===== src/rtl/alloc_arbiter.sv =====
`default_nettype none
// ============================================================================
// Module   : alloc_arbiter
// Brief    : Round-robin arbiter sharing one allocator among N_REQ requesters.
//            Optional macro ALLOC_ARB_STICKY_ERR_EN adds o_err_sticky/o_err_src.
// Revision : 1.0
// ============================================================================
module alloc_arbiter #(
    parameter int N_REQ   = 4,
    parameter int DATA_SZ = 16,
    parameter int RAM_ASZ = 8,
    parameter int LATENCY = 1
) (
    input  logic                     i_clk,
    input  logic                     i_rst_n,
    input  logic [N_REQ-1:0]         i_req_valid,
    input  logic [2*N_REQ-1:0]       i_req_op,
    input  logic [DATA_SZ*N_REQ-1:0] i_req_addr,
    input  logic [DATA_SZ*N_REQ-1:0] i_req_data,
    output logic [N_REQ-1:0]         o_req_ready,
    output logic [N_REQ-1:0]         o_rsp_valid,
    output logic [DATA_SZ-1:0]       o_rsp_data,
    output logic                     o_rsp_err,
    output logic                     o_busy,
    output logic                     o_alloc,
    output logic                     o_free,
    output logic                     o_wr,
    output logic                     o_rd,
    output logic [DATA_SZ-1:0]       o_data,
    output logic [DATA_SZ-1:0]       o_addr,
    output logic [RAM_ASZ-1:0]       o_waddr,
    output logic [RAM_ASZ-1:0]       o_raddr,
    output logic [DATA_SZ-1:0]       o_wdata,
    input  logic [DATA_SZ-1:0]       i_addr,
    input  logic [DATA_SZ-1:0]       i_rdata,
    input  logic                     i_err
`ifdef ALLOC_ARB_STICKY_ERR_EN
    ,
    output logic                     o_err_sticky,
    output logic [$clog2(N_REQ)-1:0] o_err_src
`endif
);

    localparam int c_PTR_W = $clog2(N_REQ);

    localparam logic [1:0] c_IDLE  = 2'd0;
    localparam logic [1:0] c_ISSUE = 2'd1;
    localparam logic [1:0] c_WAIT  = 2'd2;
    localparam logic [1:0] c_RESP  = 2'd3;

    localparam logic [1:0] c_OP_ALLOC = 2'b00;
    localparam logic [1:0] c_OP_FREE  = 2'b01;
    localparam logic [1:0] c_OP_RD    = 2'b10;
    localparam logic [1:0] c_OP_WR    = 2'b11;

    logic [1:0]         r_rst_sync;
    logic               w_rst_n;
    logic [1:0]         r_state;
    logic [1:0]         w_state_nxt;
    logic [c_PTR_W-1:0] r_ptr;
    logic [c_PTR_W-1:0] r_gnt;
    logic [c_PTR_W-1:0] w_gnt_idx;
    logic               w_found;
    int                 w_rr_idx;
    logic [1:0]         r_op;
    logic [1:0]         w_sel_op;
    logic [DATA_SZ-1:0] r_addr;
    logic [DATA_SZ-1:0] r_data;
    logic [2:0]         r_wait_cnt;
    logic               w_wait_done;
    logic               r_err_cap;
    logic               r_alloc, r_free, r_wr, r_rd;
    logic [N_REQ-1:0]   r_rsp_valid;
    logic [DATA_SZ-1:0] r_rsp_data;
    logic               r_rsp_err;

    // Reset asserts asynchronously but releases only after two clean clock edges.
    always_ff @(posedge i_clk or negedge i_rst_n) begin
        if (!i_rst_n) begin
            r_rst_sync <= 2'b00;
        end else begin
            r_rst_sync <= {r_rst_sync[0], 1'b1};
        end
    end
    assign w_rst_n = r_rst_sync[1];

    // First valid requester at or above the pointer, wrapping to 0.
    always_comb begin
        w_found   = 1'b0;
        w_gnt_idx = '0;
        w_rr_idx  = 0;
        for (int k = 0; k < N_REQ; k++) begin
            w_rr_idx = int'(r_ptr) + k;
            if (w_rr_idx >= N_REQ) begin
                w_rr_idx = w_rr_idx - N_REQ;
            end
            if (!w_found && i_req_valid[w_rr_idx]) begin
                w_found   = 1'b1;
                w_gnt_idx = c_PTR_W'(w_rr_idx);
            end
        end
    end

    assign w_sel_op    = i_req_op[2*w_gnt_idx +: 2];
    assign w_wait_done = (r_wait_cnt == 3'(LATENCY - 1));

    always_ff @(posedge i_clk or negedge w_rst_n) begin
        if (!w_rst_n) begin
            r_state <= c_IDLE;
        end else begin
            r_state <= w_state_nxt;
        end
    end

    always_comb begin
        w_state_nxt = r_state;
        case (r_state)
            c_IDLE:  if (w_found) w_state_nxt = c_ISSUE;
            c_ISSUE: w_state_nxt = c_WAIT;
            c_WAIT:  if (w_wait_done) w_state_nxt = c_RESP;
            c_RESP:  w_state_nxt = c_IDLE;
            default: w_state_nxt = c_IDLE;
        endcase
    end

    // Ready is combinational so a grant costs no cycle; gated so reset shows all-zero.
    always_comb begin
        o_req_ready = '0;
        if (w_rst_n && (r_state == c_IDLE) && w_found) begin
            o_req_ready = N_REQ'(1) << w_gnt_idx;
        end
        o_busy = (r_state != c_IDLE) || (o_req_ready != '0);
    end

    always_ff @(posedge i_clk or negedge w_rst_n) begin
        if (!w_rst_n) begin
            r_ptr       <= '0;
            r_gnt       <= '0;
            r_op        <= 2'b00;
            r_addr      <= '0;
            r_data      <= '0;
            r_wait_cnt  <= 3'd0;
            r_err_cap   <= 1'b0;
            r_alloc     <= 1'b0;
            r_free      <= 1'b0;
            r_wr        <= 1'b0;
            r_rd        <= 1'b0;
            r_rsp_valid <= '0;
            r_rsp_data  <= '0;
            r_rsp_err   <= 1'b0;
        end else begin
            r_alloc     <= 1'b0;
            r_free      <= 1'b0;
            r_wr        <= 1'b0;
            r_rd        <= 1'b0;
            r_rsp_valid <= '0;
            case (r_state)
                c_IDLE: begin
                    if (w_found) begin
                        r_gnt   <= w_gnt_idx;
                        r_op    <= w_sel_op;
                        r_addr  <= i_req_addr[DATA_SZ*w_gnt_idx +: DATA_SZ];
                        r_data  <= i_req_data[DATA_SZ*w_gnt_idx +: DATA_SZ];
                        r_alloc <= (w_sel_op == c_OP_ALLOC);
                        r_free  <= (w_sel_op == c_OP_FREE);
                        r_rd    <= (w_sel_op == c_OP_RD);
                        r_wr    <= (w_sel_op == c_OP_WR);
                    end
                end
                c_ISSUE: begin
                    r_err_cap  <= 1'b0;
                    r_wait_cnt <= 3'd0;
                end
                c_WAIT: begin
                    r_err_cap  <= r_err_cap | i_err;
                    r_wait_cnt <= r_wait_cnt + 3'd1;
                    if (w_wait_done) begin
                        r_rsp_valid <= N_REQ'(1) << r_gnt;
                        r_rsp_err   <= r_err_cap | i_err;
                        case (r_op)
                            c_OP_ALLOC: r_rsp_data <= i_addr;
                            c_OP_RD:    r_rsp_data <= i_rdata;
                            default:    r_rsp_data <= '0;
                        endcase
                    end
                end
                c_RESP: begin
                    r_ptr <= (r_gnt == c_PTR_W'(N_REQ - 1)) ? '0 : r_gnt + 1'b1;
                end
                default: ;
            endcase
        end
    end

`ifdef ALLOC_ARB_STICKY_ERR_EN
    logic               r_err_sticky;
    logic [c_PTR_W-1:0] r_err_src;

    // Source is frozen at the first error so later faults do not mask it.
    always_ff @(posedge i_clk or negedge w_rst_n) begin
        if (!w_rst_n) begin
            r_err_sticky <= 1'b0;
            r_err_src    <= '0;
        end else if ((r_state == c_RESP) && r_rsp_err && !r_err_sticky) begin
            r_err_sticky <= 1'b1;
            r_err_src    <= r_gnt;
        end
    end
    assign o_err_sticky = r_err_sticky;
    assign o_err_src    = r_err_src;
`endif

    assign o_alloc     = r_alloc;
    assign o_free      = r_free;
    assign o_wr        = r_wr;
    assign o_rd        = r_rd;
    assign o_data      = r_data;
    assign o_addr      = r_addr;
    assign o_wdata     = r_data;
    assign o_waddr     = r_addr[RAM_ASZ-1:0];
    assign o_raddr     = r_addr[RAM_ASZ-1:0];
    assign o_rsp_valid = r_rsp_valid;
    assign o_rsp_data  = r_rsp_data;
    assign o_rsp_err   = r_rsp_err;

endmodule
`default_nettype wire


===== config.mk =====
export PLATFORM = sky130hd
export DESIGN_NAME = alloc_arbiter
export DESIGN_NICKNAME = d
export VERILOG_FILES = /design/src/rtl/alloc_arbiter.sv
export SDC_FILE = /design/constraint.sdc
export NUM_CORES = 1
export LEC_CHECK = 0
export CORE_MARGIN = 4
export CORE_UTILIZATION = 38
export CTS_CLUSTER_SIZE = 40
export DETAILED_ROUTE_END_ITERATION = 10
export GPL_TIMING_DRIVEN = 0
export PLACE_DENSITY = 0.82
export SYNTH_ARGS = -nofsm -noshare
export SYNTH_HDL_FRONTEND = slang
export SYNTH_SLANG_ARGS = --single-unit

===== constraint.sdc =====
create_clock -name i_clk -period 4.15 [get_ports i_clk]
set_clock_uncertainty 0.15 [all_clocks]
set_input_delay 0.83 -clock i_clk [delete_from_list [all_inputs] [get_ports i_clk]]
set_output_delay 0.83 -clock i_clk [all_outputs]
set_load 0.05 [all_outputs]

==> results of run 1 <==
-- layout make-up --
class                           instances  area share [%]
Timing Repair Buffer                  265            35.2
Multi-Input combinational cell        312            28.3
Sequential cell                        71            23.7
Buffer                                 72            5.62
Clock buffer                            9            3.00
Tap cell                              140            2.33
Clock inverter                          7            1.06
Inverter                               16           0.799
Antenna cell                            1          0.0333
-- through the flow --
stage | cells | cell area [um2]
6_report | 893 | 7520
5_1_grt | 892 | 7520
4_1_cts | 894 | 7520
3_5_place_dp | 878 | 7220
3_3_place_gp | 878 | 7220
2_1_floorplan | 473 | 4390
-- layer usage --
metal,vias up,share of wire (%)
li1,2281,-
met1,2283,35
met2,243,54
met3,41,8.8
met4,0,2.8
met5,-,0
-- what timing repair did --
| item | in CTS | in global routing |
|---|---|---|
| pin swaps | 0 | 0 |
| buffers inserted | 0 | 0 |
| setup endpoints to repair | 4 | 4 |
| gates resized for setup | 5 | 4 |
-- flip-flops by register name, indices dropped and copies added (netlist names) --
signal / flops
o_addr: 16
o_alloc: 1
o_data: 16
o_free: 1
o_rd: 1
o_rsp_data: 16
o_rsp_err: 1
o_rsp_valid: 4
o_wr: 1
r_err_cap: 1
r_gnt: 2
r_op: 2
r_ptr: 2
r_rst_sync: 2
r_state: 2
r_wait_cnt: 3
-- power by group --
group	total [mW]	switching (mW)	internal [mW]
Clock	0.784	0.313	0.471
Combinational	4.31	2.69	1.62
Sequential	1.24	0.239	1.00
Total	6.34	3.24	3.09
-- cells in the mapped netlist, types with 2 or more instances --
cell	instances	share of area, %
a221oi_1	10	2.0
o21ai_0	43	4.9
a211oi_1	3	0.51
ha_1	10	2.9
mux2i_1	27	6.2
nor2b_1	3	0.43
o22ai_1	10	1.4
o21bai_1	4	0.68
o2bb2ai_1	2	0.40
nor3_1	2	0.23
mux2_2	2	0.51
dfrtp_1	71	40
buf_4	35	6.0
nor4_1	2	0.29
o31ai_1	16	2.7
nand2b_1	4	0.57
a221o_1	23	5.2
nand3_1	29	3.3
a21o_1	2	0.34
a21oi_1	29	3.3
and3_1	3	0.43
buf_2	8	0.91
inv_1	16	1.4
nand2_1	25	2.1
nor2_1	22	1.9
o21ai_1	2	0.23
o22a_1	22	4.4
clkbuf_1	29	2.5
-- critical path, stage by stage --
cell	delay, ps
clkdlybuf4s50_1	430
buf_4	180
o21ai_0	170
o211a_1	530
and3_1	220
dlygate4sd2_1	570
-- kinds of logic (layout without fill, tap and decap cells) --
kind of cell | after synthesis | after routing | share of synthesized area [%]
buf+inv | 90 | 369 | 11.1
flops | 71 | 71 | 40.5
simple gates | 96 | 96 | 10.6
fa+ha+maj | 10 | 10 | 2.85
mux | 29 | 29 | 6.67
compound gates | 176 | 176 | 28.2
other cells | 1 | 2 | 0.0854
-- how the worst min path moves through the flow --
stage,startpoint,to,slack [ps],depth (start not counted)
2_1_floorplan,r_rst_sync[0],r_rst_sync[1],180,0
3_3_place_gp,r_rst_sync[0],r_rst_sync[1],190,0
3_5_place_dp,r_rst_sync[0],r_rst_sync[1],200,0
4_1_cts,r_rst_sync[0],r_rst_sync[1],210,0
5_1_grt,r_rst_sync[0],r_rst_sync[1],230,0
6_report,r_rst_sync[0],r_rst_sync[1],210,0
==> flow_summary_export.csv, run 1 <==
group,metric,value,unit
status,result_of_the_run,"finished, final reports clean",
clock_network,cts-htree-levels,3,
global_route,gr-usage-all-layers,24.4,%
synth,synth-warning-count,0,
timing,final-max-slew-violation-count,0,
placed_design,buffer_ports.inserted,265,
pwr,power.total,6.34,mW
floorplanning,number_of_top_level_design_ports,269,
synth,sequential_fraction_of_the_synthesis_area,40.5,%
timing,timing.hold.ws,212,ps
synth,synthesis.area,4390,um2
placed_design,gp_routability_congestion,0.853,
pwr,worst_ir_drop_vdd,872,uV
synth,yosys_most_used_dff,"dfrtp_1",
clock_network,cts_hold_buffers,0,
drt,dr.first_iter.drc_count,294,
placed_design,pre_cts_slack,-174,ps
setup_path,regToRegStartpoint,"r_ptr[1]",
synth,postSynthCellCount,473,
pwr,power.static_leakage,3.15,nW
setup_path,path_class,"in2out",
global_route,grt.busiest_layer,"met2",
timing,max_clock_freq,255,MHz
synth,synth_edf_count,0,
drt,drtPass1Iterations,5,
global_route,antenna_found_initial,0,
clock_network,clock_insertion_delay_worst_skew,330,ps
timing,setup-tns-final,0,ps
setup_path,setup.worst_path.end,"o_req_ready[1]",
global_route,grt.met3_usage,6.01,%
setup_path,worst_setup_path_start_kind,"input port",
timing,worstMarginPinSlew,928,ps
drt,total_drc_errors_in_the_routed_layout,0,
timing,grt_setup_unrepaired,"no",
cells_and_area,final-seq-area,1780,um2
cells_and_area,post_route_cells_drive_above_1_share,9.57,%
global_route,gr-usage-met2,46.0,%
cells_and_area,final_net_count,932,
timing,final.min_clock_period,3920,ps
clock_network,clock-sinks,71,
timing,relSlewSlack,38.1,%
timing,finalSetupViolations,0,
floorplanning,die_area,13300,um2
setup_path,critPathCaptureType,"primary output",
timing,finalCritPeriodShare,94.4,%
timing,final-hold-violation-count,0,
global_route,grt_max_degree,74,
setup_path,data_arrival_time_of_the_worst_path,2940,ps
pwr,powerDensity,842,nW/um2
setup_path,worst-r2r-cell-count,7,
hold_path,hp-class,"reg2reg",
global_route,gr-total-overflow,0,
clock_network,cts_buffers,9,
floorplanning,die_width,115,um
floorplanning,floorplan.rows,38,
timing,setup_slack,234,ps
drt,num_vias,4848,
cells_and_area,mostFrequentLayoutCell,"clkdlybuf4s50_1",
floorplanning,floorplan.initialDensity,39.6,%
setup_path,worstReg2RegEnd,"o_data[6]",
setup_path,crit_fanout,15,
cells_and_area,multi_input_area,2130,um2
cells_and_area,layout.cells.most_common_list,"261 x clkdlybuf4s50_1, 70 x dfrtp_1, 43 x o21ai_0",
cells_and_area,areaGrowthSynthToFinish,71.3,%
cells_and_area,fillerInstances,883,
drt,avgRoutedWirePerCell,18.8,um
clock_network,clock_tree_from_tritoncts,"built",
clock_network,ctsRootBufferMaster,"clkbuf_16",
cells_and_area,utilization,67.9,%
drt,avgViaCountPerCell,5.43,
setup_path,startpoint,"i_req_valid[3]",
job,max-cap-violations,0,
global_route,number_of_global_route_vias_before_repair,5216,
setup_path,regToRegSetupSlack,1680,ps
clock_network,cts_buffer_depth,2,
clock_network,clkSlewWorstSetupHoldPaths,60,ps
global_route,globalRouteMet1Util,26.3,%
floorplanning,fp.coreArea,11100,um2
synth,avg_cell_area_syn,9.28,um2
setup_path,critPathRequiredTime,3170,ps
synth,yosys.cell_types.count,47,
global_route,grt_pass1_wl,25.5,mm
drt,route.antenna.remaining_nets,0,
synth,synth_fp_nets,658,
floorplanning,die_height,115,um
synth,synth-seq-cells,71,
synth,async_flop_share,100,%
drt,wirelength,16.8,mm
placed_design,detail_placement_hpwl,13.2,mm
No activity file was read; power rests on OpenSTA's default activity.
==> run 2, diff against run 1 <==
SLEW_MARGIN = 30   (was unset)
==> run 2 against run 1 <==
Net effect: highest routed layer unchanged; total power is 0.19% lower; critical path depth is 1 higher; largest cell class unchanged; cell count is 0.11% higher; critical path type unchanged; final area is 0.33% higher; largest power group unchanged; register-to-register slack better by 30 ps.
==> flow_summary_export.csv, run 2 (synthesized netlist as in run 1, its figures left out) <==
group,metric,value,unit
floorplanning,die_area,13300,um2
clock_network,clock-sinks,71,
global_route,gr-usage-all-layers,24.1,%
drt,total_drc_errors_in_the_routed_layout,0,
cells_and_area,areaGrowthSynthToFinish,71.9,%
pwr,power.static_leakage,3.16,nW
clock_network,cts_hold_buffers,0,
setup_path,path_class,"in2out",
clock_network,cts_buffer_depth,2,
clock_network,cts-htree-levels,3,
drt,dr.first_iter.drc_count,273,
setup_path,critPathRequiredTime,3170,ps
drt,wirelength,16.7,mm
timing,grt_setup_unrepaired,"no",
clock_network,clock_insertion_delay_worst_skew,330,ps
global_route,grt_pass1_wl,25.1,mm
status,result_of_the_run,"finished, final reports clean",
floorplanning,die_width,115,um
placed_design,buffer_ports.inserted,265,
drt,avgViaCountPerCell,5.43,
job,max-cap-violations,0,
floorplanning,die_height,115,um
pwr,powerDensity,838,nW/um2
setup_path,worstPathCellList,"clkdlybuf4s50_1 -> buf_4 -> nor4_2 -> nor2b_1 -> clkbuf_1 -> and3_1 -> dlygate4sd2_1",
timing,max_clock_freq,251,MHz
placed_design,detail_placement_hpwl,13.3,mm
floorplanning,floorplan.rows,38,
setup_path,data_arrival_time_of_the_worst_path,3000,ps
drt,avgRoutedWirePerCell,18.7,um
setup_path,worst-r2r-cell-count,7,
floorplanning,fp.coreArea,11100,um2
timing,setup-tns-final,0,ps
timing,relSlewSlack,52.1,%
timing,worstMarginPinSlew,716,ps
setup_path,regToRegSetupSlack,1710,ps
setup_path,critPathCaptureType,"primary output",
clock_network,clock_tree_from_tritoncts,"built",
timing,final.min_clock_period,3980,ps
drt,drtPass1Iterations,5,
setup_path,setup.worst_path.end,"o_req_ready[1]",
clock_network,cts_buffers,9,
timing,final-hold-violation-count,0,
placed_design,dp.cells,879,
setup_path,startpoint,"i_req_valid[3]",
setup_path,slowest_stage_cell_on_the_critical_path,"dlygate4sd2_1",
timing,finalSetupViolations,0,
timing,finalCritPeriodShare,95.9,%
clock_network,clkSlewWorstSetupHoldPaths,60,ps
global_route,number_of_global_route_vias_before_repair,5049,
placed_design,gp_routability_congestion,0.853,
clock_network,ctsRootBufferMaster,"clkbuf_16",
global_route,grt_max_degree,52,
pwr,worst_ir_drop_vdd,853,uV
timing,final-max-slew-violation-count,0,
setup_path,worst_setup_path_start_kind,"input port",
global_route,gr-total-overflow,0,
setup_path,regToRegStartpoint,"r_ptr[1]",
global_route,antenna_found_initial,0,
cells_and_area,fillerInstances,888,
setup_path,crit_fanout,10,
floorplanning,floorplan.initialDensity,39.6,%
cells_and_area,mostFrequentLayoutCell,"clkdlybuf4s50_1",
cells_and_area,final_net_count,933,
cells_and_area,layout.cells.most_common_list,"261 x clkdlybuf4s50_1, 70 x dfrtp_1, 43 x o21ai_0",
setup_path,worstReg2RegEnd,"o_data[6]",
drt,route.antenna.remaining_nets,0,
cells_and_area,postLayoutCellArea,7540,um2
placed_design,placement.cell_area,7250,um2
cells_and_area,layout.cells.non_filler,894,
cells_and_area,post_route_cells_drive_above_1_share,9.43,%
hold_path,hp-class,"reg2async",
drt,num_vias,4855,
floorplanning,number_of_top_level_design_ports,269,
setup_path,highest_cell_delay_on_the_worst_timing_path,560,ps
-- run 2: cell types whose count changed in the layout (fill, tap and decap cells not counted) --
cell and change:
clkbuf_1 +2, clkbuf_2 -2, buf_16 +1
-- run 2: how the worst min path moves through the flow --
stage | start | to | slack (ps) | cells past startpoint
3_5_place_dp | r_rst_sync[1] | o_rd | 80 | 0
4_1_cts | r_rst_sync[1] | o_rsp_data[3] | 90 | 0
3_3_place_gp | r_rst_sync[0] | r_rst_sync[1] | 190 | 0
6_report | r_rst_sync[1] | o_rsp_data[3] | 80 | 0
2_1_floorplan | r_rst_sync[0] | r_rst_sync[1] | 180 | 0
5_1_grt | r_rst_sync[1] | o_rsp_data[3] | 120 | 0
-- run 2: final cells by class --
| class | count | area [um2] | share of cell area, % |
|---|---|---|---|
| Tap cell | 140 | 175 | 2.32 |
| Clock buffer | 9 | 225 | 2.99 |
| Sequential cell | 71 | 1780 | 23.6 |
| Antenna cell | 1 | 2.50 | 0.0332 |
| Multi-Input combinational cell | 312 | 2130 | 28.2 |
| Timing Repair Buffer | 266 | 2680 | 35.5 |
| Buffer | 72 | 420 | 5.57 |
| Clock inverter | 7 | 80.1 | 1.06 |
| Inverter | 16 | 60.1 | 0.796 |
-- run 2: critical path: cells and delay by family --
kind | cells | cell delay, ps
and+or+nand+nor | 3 | 500
buffers and inverters | 4 | 1670
-- run 2: power breakdown --
part	total [mW]	leakage, nW	switching [mW]	internal [mW]
Sequential	1.23	0.852	0.229	1.00
Clock	0.780	0.143	0.309	0.471
Combinational	4.31	2.16	2.69	1.62
-- run 2: repair_timing --
item	in CTS	in global routing
buffers inserted	0	0
pin swaps	0	0
resized for setup	4	2
endpoints found under the setup margin	4	3
hold endpoints to repair	0	0
-- run 2: stage by stage --
step | hold slack [ps] | power, mW | setup slack, ps | util [%]
CTS | 88.5 | 6.35 | 93.9 | 68.1
floorplan | 181 | 4.13 | 102 | -
finish | 79.9 | 6.32 | 171 | 68.1
detailed placement | 81.5 | 5.55 | -171 | 65.4
global placement | 189 | 5.45 | -173 | 65.2
global route | 118 | 6.66 | 24.8 | 68.1
-- run 2: layer usage --
| layer | vias up | global-route usage [%] | routed length (um) |
|---|---|---|---|
| met2 | 230 | 45.1 | 8970 |
| met1 | 2316 | 26.3 | 5900 |
| li1 | 2280 | - | - |
| met4 | 0 | 8.53 | 356 |
| met5 | - | 0 | 0 |
| met3 | 29 | 6.16 | 1460 |
